### src/rtl/bcd_operand_entry.sv
// Keypad-driven entry of two packed-BCD operands plus add/subtract select, handed on via valid/ready.
// Optional backspace (key code 14) is enabled by defining BCD_BACKSPACE_EN.
module bcd_operand_entry #(
    parameter int DIGIT_NUM = 8
) (
    input  logic                   clk,
    input  logic                   rst_n,
    input  logic                   key_valid,
    input  logic [4:0]             key_code,
    output logic                   key_ready,
    output logic [4*DIGIT_NUM-1:0] op_a,
    output logic [4*DIGIT_NUM-1:0] op_b,
    output logic                   op_sub,
    output logic                   op_valid,
    input  logic                   op_ready,
    output logic                   edit_sel,
    output logic                   entry_full
);

    localparam int W  = 4 * DIGIT_NUM;
    localparam int CW = $clog2(DIGIT_NUM + 1);
    localparam logic [CW-1:0] CNT_FULL = CW'(DIGIT_NUM);

    typedef enum logic [1:0] {S_A, S_B, S_ISSUE, S_DONE} state_t;

    state_t          state, state_nxt;
    logic [W-1:0]    op_a_nxt, op_b_nxt;
    logic [CW-1:0]   cnt_a, cnt_b, cnt_a_nxt, cnt_b_nxt;
    logic            op_sub_nxt, entry_full_nxt;
    logic [W-1:0]    word, edit_word;
    logic [CW-1:0]   cnt, edit_cnt;
    logic            edit_full;
    logic            key_fire, is_digit;
    logic [3:0]      digit;

    // key_ready is gated by rst_n so no key can be accepted while reset is held
    assign key_ready = rst_n && (state != S_ISSUE);
    assign op_valid  = (state == S_ISSUE);
    assign edit_sel  = (state == S_B);
    assign key_fire  = key_valid && key_ready;
    assign is_digit  = (key_code <= 5'd9);
    assign digit     = key_code[3:0];

    always_ff @(posedge clk or negedge rst_n) begin
        if (!rst_n) begin
            state      <= S_A;
            op_a       <= '0;
            op_b       <= '0;
            cnt_a      <= '0;
            cnt_b      <= '0;
            op_sub     <= 1'b0;
            entry_full <= 1'b0;
        end else begin
            state      <= state_nxt;
            op_a       <= op_a_nxt;
            op_b       <= op_b_nxt;
            cnt_a      <= cnt_a_nxt;
            cnt_b      <= cnt_b_nxt;
            op_sub     <= op_sub_nxt;
            entry_full <= entry_full_nxt;
        end
    end

    // Edit of whichever word is active; the state logic decides where it lands
    always_comb begin
        word      = (state == S_B) ? op_b : op_a;
        cnt       = (state == S_B) ? cnt_b : cnt_a;
        edit_word = word;
        edit_cnt  = cnt;
        edit_full = entry_full;
        if (is_digit) begin
            if (!(cnt == '0 && digit == 4'd0)) begin
                if (cnt != CNT_FULL) begin
                    edit_word = {word[W-5:0], digit};
                    edit_cnt  = cnt + CW'(1);
                end else begin
                    edit_full = 1'b1;
                end
            end
`ifdef BCD_BACKSPACE_EN
        end else if (key_code == 5'd14) begin
            if (cnt != '0) begin
                edit_word = {4'h0, word[W-1:4]};
                edit_cnt  = cnt - CW'(1);
                edit_full = 1'b0;
            end
`endif
        end
    end

    always_comb begin
        state_nxt      = state;
        op_a_nxt       = op_a;
        op_b_nxt       = op_b;
        cnt_a_nxt      = cnt_a;
        cnt_b_nxt      = cnt_b;
        op_sub_nxt     = op_sub;
        entry_full_nxt = entry_full;
        if (key_fire && key_code == 5'd13) begin
            op_a_nxt       = '0;
            op_b_nxt       = '0;
            cnt_a_nxt      = '0;
            cnt_b_nxt      = '0;
            op_sub_nxt     = 1'b0;
            entry_full_nxt = 1'b0;
            state_nxt      = S_A;
        end else begin
            case (state)
                S_A: if (key_fire) begin
                    if (key_code == 5'd10 || key_code == 5'd11) begin
                        op_sub_nxt     = (key_code == 5'd11);
                        op_b_nxt       = '0;
                        cnt_b_nxt      = '0;
                        entry_full_nxt = 1'b0;
                        state_nxt      = S_B;
                    end else begin
                        op_a_nxt       = edit_word;
                        cnt_a_nxt      = edit_cnt;
                        entry_full_nxt = edit_full;
                    end
                end
                S_B: if (key_fire) begin
                    if (key_code == 5'd10 || key_code == 5'd11) begin
                        op_sub_nxt = (key_code == 5'd11);
                    end else if (key_code == 5'd12) begin
                        state_nxt = S_ISSUE;
                    end else begin
                        op_b_nxt       = edit_word;
                        cnt_b_nxt      = edit_cnt;
                        entry_full_nxt = edit_full;
                    end
                end
                S_ISSUE: if (op_ready) state_nxt = S_DONE;
                S_DONE: if (key_fire && is_digit) begin
                    // A zero digit leaves op_a at 0 with no digits counted
                    op_a_nxt       = W'(digit);
                    cnt_a_nxt      = (digit != 4'd0) ? CW'(1) : '0;
                    op_b_nxt       = '0;
                    cnt_b_nxt      = '0;
                    op_sub_nxt     = 1'b0;
                    entry_full_nxt = 1'b0;
                    state_nxt      = S_A;
                end
                default: state_nxt = S_A;
            endcase
        end
    end

endmodule

### config.mk
export PLATFORM = sky130hd
export DESIGN_NAME = bcd_operand_entry
export DESIGN_NICKNAME = d
export VERILOG_FILES = /design/src/rtl/bcd_operand_entry.sv
export SDC_FILE = /design/constraint.sdc
export NUM_CORES = 1
export LEC_CHECK = 0
export CORE_MARGIN = 5
export CORE_UTILIZATION = 50
export CTS_CLUSTER_DIAMETER = 120
export CTS_CLUSTER_SIZE = 28
export DETAILED_ROUTE_END_ITERATION = 12
export DONT_BUFFER_PORTS = 1
export PLACE_DENSITY_LB_ADDON = 0.05
export SLEW_MARGIN = 25
export SYNTH_ARGS = -nofsm -noshare
export SYNTH_HDL_FRONTEND = slang
export SYNTH_SLANG_ARGS = --single-unit
### constraint.sdc
create_clock -name clk -period 2.9 [get_ports clk]
set_clock_uncertainty 0.1 [all_clocks]
set_input_delay 0.58 -clock clk [delete_from_list [all_inputs] [get_ports clk]]
set_output_delay 0.58 -clock clk [all_outputs]
set_load 0.1 [all_outputs]
==> flow_summary.yaml, run 1 <==
timing:
  fin_ws_ns: 0.169
  rsz0062_at_grt: "false"
  slew_violations: 0
  report.final.setup_viol: 0
  fmax_mhz: 366
  worstMarginPinSlew_ns: 1.05
  finalCriticalPeriod_ns: 2.73
  finalHoldViolCount: 0
  finalSetupTns_ns: 0
  min_period_over_period_pct: 94.2
  slew_headroom_pct: 29.6
  hold_slack_ns: 0.0185
clock_tree:
  clk_pin_slew_ns: 0.09
  cts_sinks: 76
  cts_made_buffers: 9
  cts_buffer_depth: 2
  clock_tree.root_cell: "clkbuf_8"
  h-tree-depth: 3
  cts_resized: 0
  cts_tree: "yes"
  clk_latency_ns: 0.35
route:
  drtPass1Iterations: 4
  avgViaCountPerCell: 6.52
  finalWirelength_mm: 13.1
  drtIter0Drc: 291
  routedWlPerCell_um: 21.9
  drcViolationCount: 0
  ant_nets: 0
  vias: 3907
worst_setup_path:
  worstSetupPathType: "reg -> reg"
  worst-path-max-fanout: 8
  endpoint_kind: "flop"
  cp.arrival_ns: 2.91
  start_kind: "flop"
  critical-path-slowest-cell: "nor3_1"
  path_cells: "inv_1, ha_2, nand3b_1, a211o_1, nand3_1, nor3_1, a22o_1"
  cp_top_family: "simple AND/OR/NAND/NOR gates"
  critPathBufInv: 1
  crit_required_ns: 3.08
  cp_slowest_stage_delay_ns: 0.83
job:
  drv_cap: 0
synth:
  synthFlopType: "dfrtp_1"
  post_synth_num_cell_types: 54
  syn_nets: 461
  synth_warnings: 0
  synth-seq-cells: 76
  synth.avg_cell_area_um2: 10.2
  synth_edf_count: 0
  synth_top_area_share_pct: 42.0
  async_flop_share_pct: 100
  yosys-top-cells-area: "dfrtp_1, mux2i_1, o2bb2ai_1"
  synth-seq-area-share_pct: 42.0
  syn_area_um2: 4530
  synth_cells: 445
  yosysTopAreaCell: "dfrtp_1"
pwr:
  p_total_uw: 5230
  p_per_area_nw_per_um2: 998
  max-vdd-ir-drop_v: 0.000602
  leakage_uw: 0.00220
global_routing:
  grt_start_max_net_pins: 77
  grt_pass1_wl_mm: 21.4
  antenna_found_initial: 0
  grt_pass1_vias: 3740
  grt_overflow_total: 0
  track_usage_pct: 23.7
layout:
  fin_cells: 599
  n_antenna_cell: 0
  area_growth_pct: 15.7
  drive_gt1_share_pct: 23.6
  nets: 502
die:
  placementRows: 34
  coreArea_um2: 8760
  fp.dieW_um: 105
  io-pin-count: 78
  die-area_um2: 11100
  die_h_um: 105
  start_util_pct: 51.7
place:
  gp_congestion: 0.838
  detailed_place_hpwl_mm: 8.90
  pre_cts_ws_ns: 0.214
  port_buffers: 0
  place_inst: 581
min_path:
  hold_path_class: "in -> async"
run_status:
  status: "finished, final reports clean"
-- stage by stage --
step	util (%)	instance area [um2]
6_report	59.8	5240
5_1_grt	59.8	5240
4_1_cts	59.7	5230
3_5_place_dp	57.2	5010
3_3_place_gp	57.2	5010
2_1_floorplan	-	4590
-- state kept, by name, indices dropped and copies added (netlist names) --
register / count
op_b: 32
op_a: 32
cnt_a: 4
state: 2
cnt_b: 4
op_sub: 1
entry_full: 1
-- routing by layer --
layer	up-vias	share of wire [%]	global-route usage, %
met5	-	0	0
met4	0	0.86	6.48
met3	10	7.1	4.69
met2	151	47	35.6
met1	1962	45	34.7
li1	1784	-	-
-- kinds of logic (layout without fill, tap and decap cells) --
group,Yosys count,count (layout),share of synthesized area (%)
xor+xnor,2,2,0.387
buf+inv,40,86,4.64
fa+ha+maj,7,7,1.93
simple gates,117,117,13.7
flops,76,76,42.0
compound gates,159,159,27.4
mux,44,44,10.0
-- where the power goes --
part	internal, uW	switching, uW	leakage, uW
clock network	398	418	0.0000927
logic	765	2060	0.00106
registers	1230	367	0.00105
-- cells in the mapped netlist, types with 2 or more instances --
library cell and count:
o2bb2ai_1 19, dfrtp_1 76, nor2_1 10, nor3_1 9, nand3b_1 2, o32ai_1 10, a21o_1 22, a21oi_1 12
mux2_2 4, ha_1 7, nor2b_1 4, nand4_1 3, o31ai_1 3, o2bb2ai_2 10, clkbuf_1 14, buf_2 15
a22o_1 11, buf_6 5, or3_1 7, o21a_1 2, a31oi_1 4, o21ai_0 32, inv_1 5, nand2_1 38
o211ai_1 20, o41ai_1 4, or2_2 2, nand3_1 29, mux2i_1 38, nand2b_1 4
-- cell type report --
class	instances	area (um2)
fill	772	3520
multi-input combinational	329	2460
sequential	76	1900
timing repair buffer	65	533
tap	108	135
clock buffer	10	128
clock inverter	6	63.8
inverter	5	18.8
-- placed cells by master, fill, tap and decap left out, types with 3 or more instances in the layout --
cell type,Yosys,layout
mux2i_1,38,37
o41ai_1,4,4
mux2_2,4,4
nor2b_1,4,3
nand3_1,29,29
o21ai_0,32,32
buf_4,1,62
nor2_1,10,9
o31ai_1,3,3
inv_1,5,5
ha_1,7,4
a31oi_1,4,4
o2bb2ai_1,19,19
o211ai_1,20,20
or3_1,7,7
nand2_1,38,37
nand4_1,3,3
o2bb2ai_2,10,10
a21oi_1,12,12
a21o_1,22,22
a22o_1,11,11
nor3_1,9,9
clkbuf_8,0,9
nand2b_1,4,4
dfrtp_1,76,76
o32ai_1,10,10
-- worst paths after layout --
check,endpoint,from,slack [ns],cells after the start
max,op_b[4],state[0],0.17,7
min,op_sub,rst_n,0.02,1
max reg2reg,op_b[4],state[0],0.17,7
min reg2reg,cnt_a[0],cnt_a[0],0.40,2
max in group asynchronous,cnt_b[0],rst_n,2.37,1
min in group clk,op_b[3],key_code[3],0.34,2
-- timing repair --
action | CTS | global route
hold endpoints to repair | 76 | 0
setup endpoints to repair | 0 | 5
setup buffers | 0 | 1
hold buffers | 1 | 0
No activity file was read; power rests on OpenSTA's default activity.
==> run 2: changes to the inputs <==
- CTS_CLUSTER_SIZE: 28 -> 10
==> results of run 2 <==
Final layout, timing and power as in run 1 (identical DEF).
==> run 3: changes to the inputs <==
- CAP_MARGIN: default -> 20
- SLEW_MARGIN: 25 -> default
==> results of run 3 <==
Final layout, timing and power as in run 1 (identical DEF).
==> variant 1: new RTL, flow settings as in run 2 <==
Re-encode `state_t` (4 states) as one-hot, 4 bits wide.
--- a/src/rtl/bcd_operand_entry.sv
+++ b/src/rtl/bcd_operand_entry.sv
@@ -23,3 +23,3 @@
 
-    typedef enum logic [1:0] {S_A, S_B, S_ISSUE, S_DONE} state_t;
+    typedef enum logic [3:0] {S_A = 4'b0001, S_B = 4'b0010, S_ISSUE = 4'b0100, S_DONE = 4'b1000} state_t;
 
Check against the original RTL: no difference found for any inputs over 4 cycles, from zero or initial values and one cycle with rst_n low; so few cycles prove little.
==> variant 1 against run 2 <==
  * Synthesized area is 21% lower
  * Power fell by 20%
  * Critical path type is now reg2out
  * Final area shrank 22%
  * Die area shrank 19%
  * Setup slack worse by 0.022 ns
  * Combinational power decreased by 49%
  * Non-clock buffer count is 34 lower
  * Critical path depth down 4
  * Sequential cell count rose by 2
  * Global-route usage shrank 3.7 points
  * Wire length shrank 34%
==> variant 1: results (changes against run 2) <==
Run status: completed (unchanged)
Post-synthesis cell count: 296 (was 445)
GR Util All Layers: 20.0% (was 23.7%)
Multi-input combinational area share: 36.7% (was 47.0%)
Fin worst setup slack: 0.147 ns (was 0.169 ns)
GR Layer Usage met3: 6.69% (was 4.69%)
CP delay by family, top: simple AND/OR/NAND/NOR gates (unchanged)
Multi-Input Combinational: 195 (was 329)
Share of cells above drive strength 1: 20.4% (was 23.6%)
Post-Route M1 WL: 3.87 mm (was 5.94 mm)
Synth Area in XOR/XNOR: 0.488% (was 0.387%)
Top post-synthesis cells by count: dfrtp_1, a22o_1, nand2_1 (was dfrtp_1, mux2i_1, nand2_1)
Overall power: 4210 uW (was 5230 uW)
Seq/Total Area, Yosys: 54.4% (was 42.0%)
PD cells: 1030 nW/um^2 (was 998 nW/um^2)
Dpl cells: 401 (was 581)
CP Launch Point: state[0]$_DFFE_PN1P_ (was state[0]$_DFFE_PN0P_)
Synth Area in Adders: 0.348% (was 1.93%)
Clock Buffer Count: 11 (was 10)
Grt met1 use: 26.9% (was 34.7%)
Non-Clock Buffer Count: 31 (was 65)
Worst slew pin tran: 0.979 ns (was 1.05 ns)
R2R Path Start: state[3]$_DFFE_PN0P_ (was state[0]$_DFFE_PN0P_)
Crit path largest cell delay: 0.77 ns (was 0.83 ns)
GRT met2 Usage: 30.2% (was 35.6%)
Crit path max fanout: 7 (was 8)
Post-synthesis mux area share: 3.80% (was 10.0%)
Number of DRC markers in iteration 0: 174 (was 291)
Largest net degree at the start of global routing: 79 (was 77)
Syn Area/Cell: 12.1 sq um (was 10.2 sq um)
Combinational power: 1450 uW (was 2820 uW)
Wire per inst: 20.8 um (was 21.9 um)
Post-DP HPWL: 5.46 mm (was 8.90 mm)
Global-route wire length before repair: 13.6 mm (was 21.4 mm)
Clock buf/inv share: 5.82% (was 3.65%)
RD Place Congestion: 0.858 (was 0.838)
Crit path to: key_ready (was op_b[4]$_DFFE_PN0P_)
Compound-Gate Fraction of Synth Area: 24.6% (was 27.4%)
Number of global-route vias before repair: 2,467 (was 3,740)
Flop2flop setup slack: 0.16 ns
Clk power: 980 uW (was 816 uW)
Sequential fraction of total cell area: 47.6% (was 36.3%)
Mapped Nets: 306 (was 461)
Worst vdd ir: 0.400 mV (was 0.602 mV)
DRT Pass-1 Iters: 5 (was 4)
Internal: 2290 uW (was 2390 uW)
Place WS: -0.0173 ns (was 0.214 ns)
R2R Path End: cnt_a[0]$_DFFE_PN0P_ (was op_b[4]$_DFFE_PN0P_)
Clk sink count: 78 (was 76)
Yosys cell types: 56 (was 54)
Signal inverters: 4 (was 5)
Yosys warnings: 0 (unchanged)
Non-filler instance count after layout: 420 (was 599)
Fmax: 363 MHz (was 366 MHz)
Clock Path Buffers: 2 (unchanged)
# nets final: 329 (was 502)
## variant 1: worst min path at each step
stage	from	to	slack, ns	cells past startpoint
6_report	rst_n	op_b[28]$_DFFE_PN0P_	0.03	1
5_1_grt	rst_n	op_b[18]$_DFFE_PN0P_	0.03	1
4_1_cts	rst_n	op_b[24]$_DFFE_PN0P_	0.03	1
3_5_place_dp	rst_n	op_a[28]$_DFFE_PN0P_	0.19	0
3_3_place_gp	rst_n	op_a[28]$_DFFE_PN0P_	0.19	0
2_1_floorplan	rst_n	cnt_a[0]$_DFFE_PN0P_	0.18	0
## variant 1: cells by family (layout without fill, tap and decap cells)
group	after synthesis	after routing
muxes	13	13
DFF	78	78
and+or+nand+nor	71	72
buffers and inverters	25	51
AOI/OAI and AO/OA	106	107
adders and majority gates	1	1
xor gates and xnor gates	2	2
## variant 1: repair_timing
action                     4_1_cts  5_1_grt
hold buffers                     1        0
gates cloned                     1        1
buffers inserted                 0        0
pin swaps                        1        1
hold endpoints to repair        78        0
setup endpoints to repair       31       32
resized for setup                0        6
==> variant 2: new RTL, flow settings as in run 2 <==
Without the edit above. Change the parameter `DIGIT_NUM` from 8 to 16.
--- a/src/rtl/bcd_operand_entry.sv
+++ b/src/rtl/bcd_operand_entry.sv
@@ -3,3 +3,3 @@
 module bcd_operand_entry #(
-    parameter int DIGIT_NUM = 8
+    parameter int DIGIT_NUM = 16
 ) (
Ports: changed (resized op_a and op_b); port bits go from 78 to 142. No check against the original RTL was run, so the function may have changed too.
==> variant 2 against run 2 <==
  * The run now ends with hold timing left
  * Wire length grew 44%
  * Sequential cell count grew 66
  * Cell count grew 19%
  * Setup slack lost 0.032 ns
  * Synthesized area grew 60%
  * Final area grew 56%
  * Via count grew 26%
  * Fmax shrank 1.2%
  * Critical path depth grew 1
  * First-iteration DRC count is the same
  * Power grew 45%
  * Sequential power grew 74%
  * Critical path type unchanged
==> variant 2: results (changes against run 2) <==
Run status: complete, but fails checks (was completed)
Violated checks: hold timing
R2R depth: 8 (was 7)
Yosys cell types: 52 (was 54)
Crit path max fanout: 27 (was 8)
CP max stage cell: mux4_2 (was nor3_1)
Signal inverters: 10 (was 5)
Clock buf/inv share: 6.84% (was 3.65%)
GR Layer Usage met3: 7.44% (was 4.69%)
Top post-synthesis cells by count: dfrtp_1, a22o_1, mux4_2 (was dfrtp_1, mux2i_1, nand2_1)
RD Place Congestion: 0.814 (was 0.838)
Fmax: 362 MHz (was 366 MHz)
Share of cells above drive strength 1: 26.4% (was 23.6%)
FILL cells: 1,116 (was 772)
CP Launch Point: state[1]$_DFFE_PN0P_ (was state[0]$_DFFE_PN0P_)
Hold Worst Slack: -0.243 ns (was 0.0185 ns)
Routed vias/inst: 6.94 (was 6.52)
Largest net degree at the start of global routing: 147 (was 77)
Inserted Clock Buffers: 17 (was 9)
Worst-Skew Late Latency: 0.42 ns (was 0.35 ns)
Non-filler instance count after layout: 711 (was 599)
Registers with the most flip-flops: op_a (64), op_b (64) (was op_a (32), op_b (32))
GR Util All Layers: 22.8% (was 23.7%)
Multi-Input Combinational: 312 (was 329)
CTS H-tree depth: 4 (was 3)
Hold Fails Final Rpt: 142 (was 0)
CP delay by family, top: multiplexers (was simple AND/OR/NAND/NOR gates)
Grt met1 use: 30.1% (was 34.7%)
Logic gate share of total power: 36.2% (was 53.9%)
Top class by area: flip-flops and latches (was multi-input gates)
Sw frac: 43.6% (was 54.3%)
Multi-input combinational area share: 42.3% (was 47.0%)
Dpl cells: 678 (was 581)
Mapped Nets: 527 (was 461)
Die area: 17,000 sq um (was 11,100 sq um)
Flop2flop setup slack: 0.14 ns (was 0.17 ns)
Seq pwr share: 36.3% (was 30.5%)
Arrival @ worst endpoint: 2.96 ns (was 2.91 ns)
Post-Route M1 WL: 7.87 mm (was 5.94 mm)
Clock Buffer Count: 24 (was 10)
R2R Path End: op_a[21]$_DFFE_PN0P_ (was op_b[4]$_DFFE_PN0P_)
Root Buffer: clkbuf_16 (was clkbuf_8)
Worst slew pin tran: 1.01 ns (was 1.05 ns)
Worst vdd ir: 0.825 mV (was 0.602 mV)
Number of global-route vias before repair: 5,162 (was 3,740)
variant 2: cell types whose count changed after synthesis, moves of 19 or more:
cell | run 2 | this run
mux4_2 | 0 | 56
o21ai_0 | 32 | 6
dfrtp_1 | 76 | 142
nand2_1 | 38 | 7
a21o_1 | 22 | 0
mux2i_1 | 38 | 19
o211ai_1 | 20 | 0
nand3_1 | 29 | 9
a22o_1 | 11 | 125
variant 2: kinds of logic (layout without fill, tap and decap cells):
family | after synthesis | in the layout | share of synthesized area, %
AO/OA/AOI/OAI | 171 | 171 | 20.0
XOR/XNOR | 1 | 1 | 0.121
adder cells (fa/ha/maj) | 7 | 7 | 1.21
buffers and inverters | 57 | 73 | 3.85
flip-flops | 142 | 142 | 49.0
multiplexers | 84 | 84 | 21.5
AND/OR/NAND/NOR | 49 | 49 | 4.28
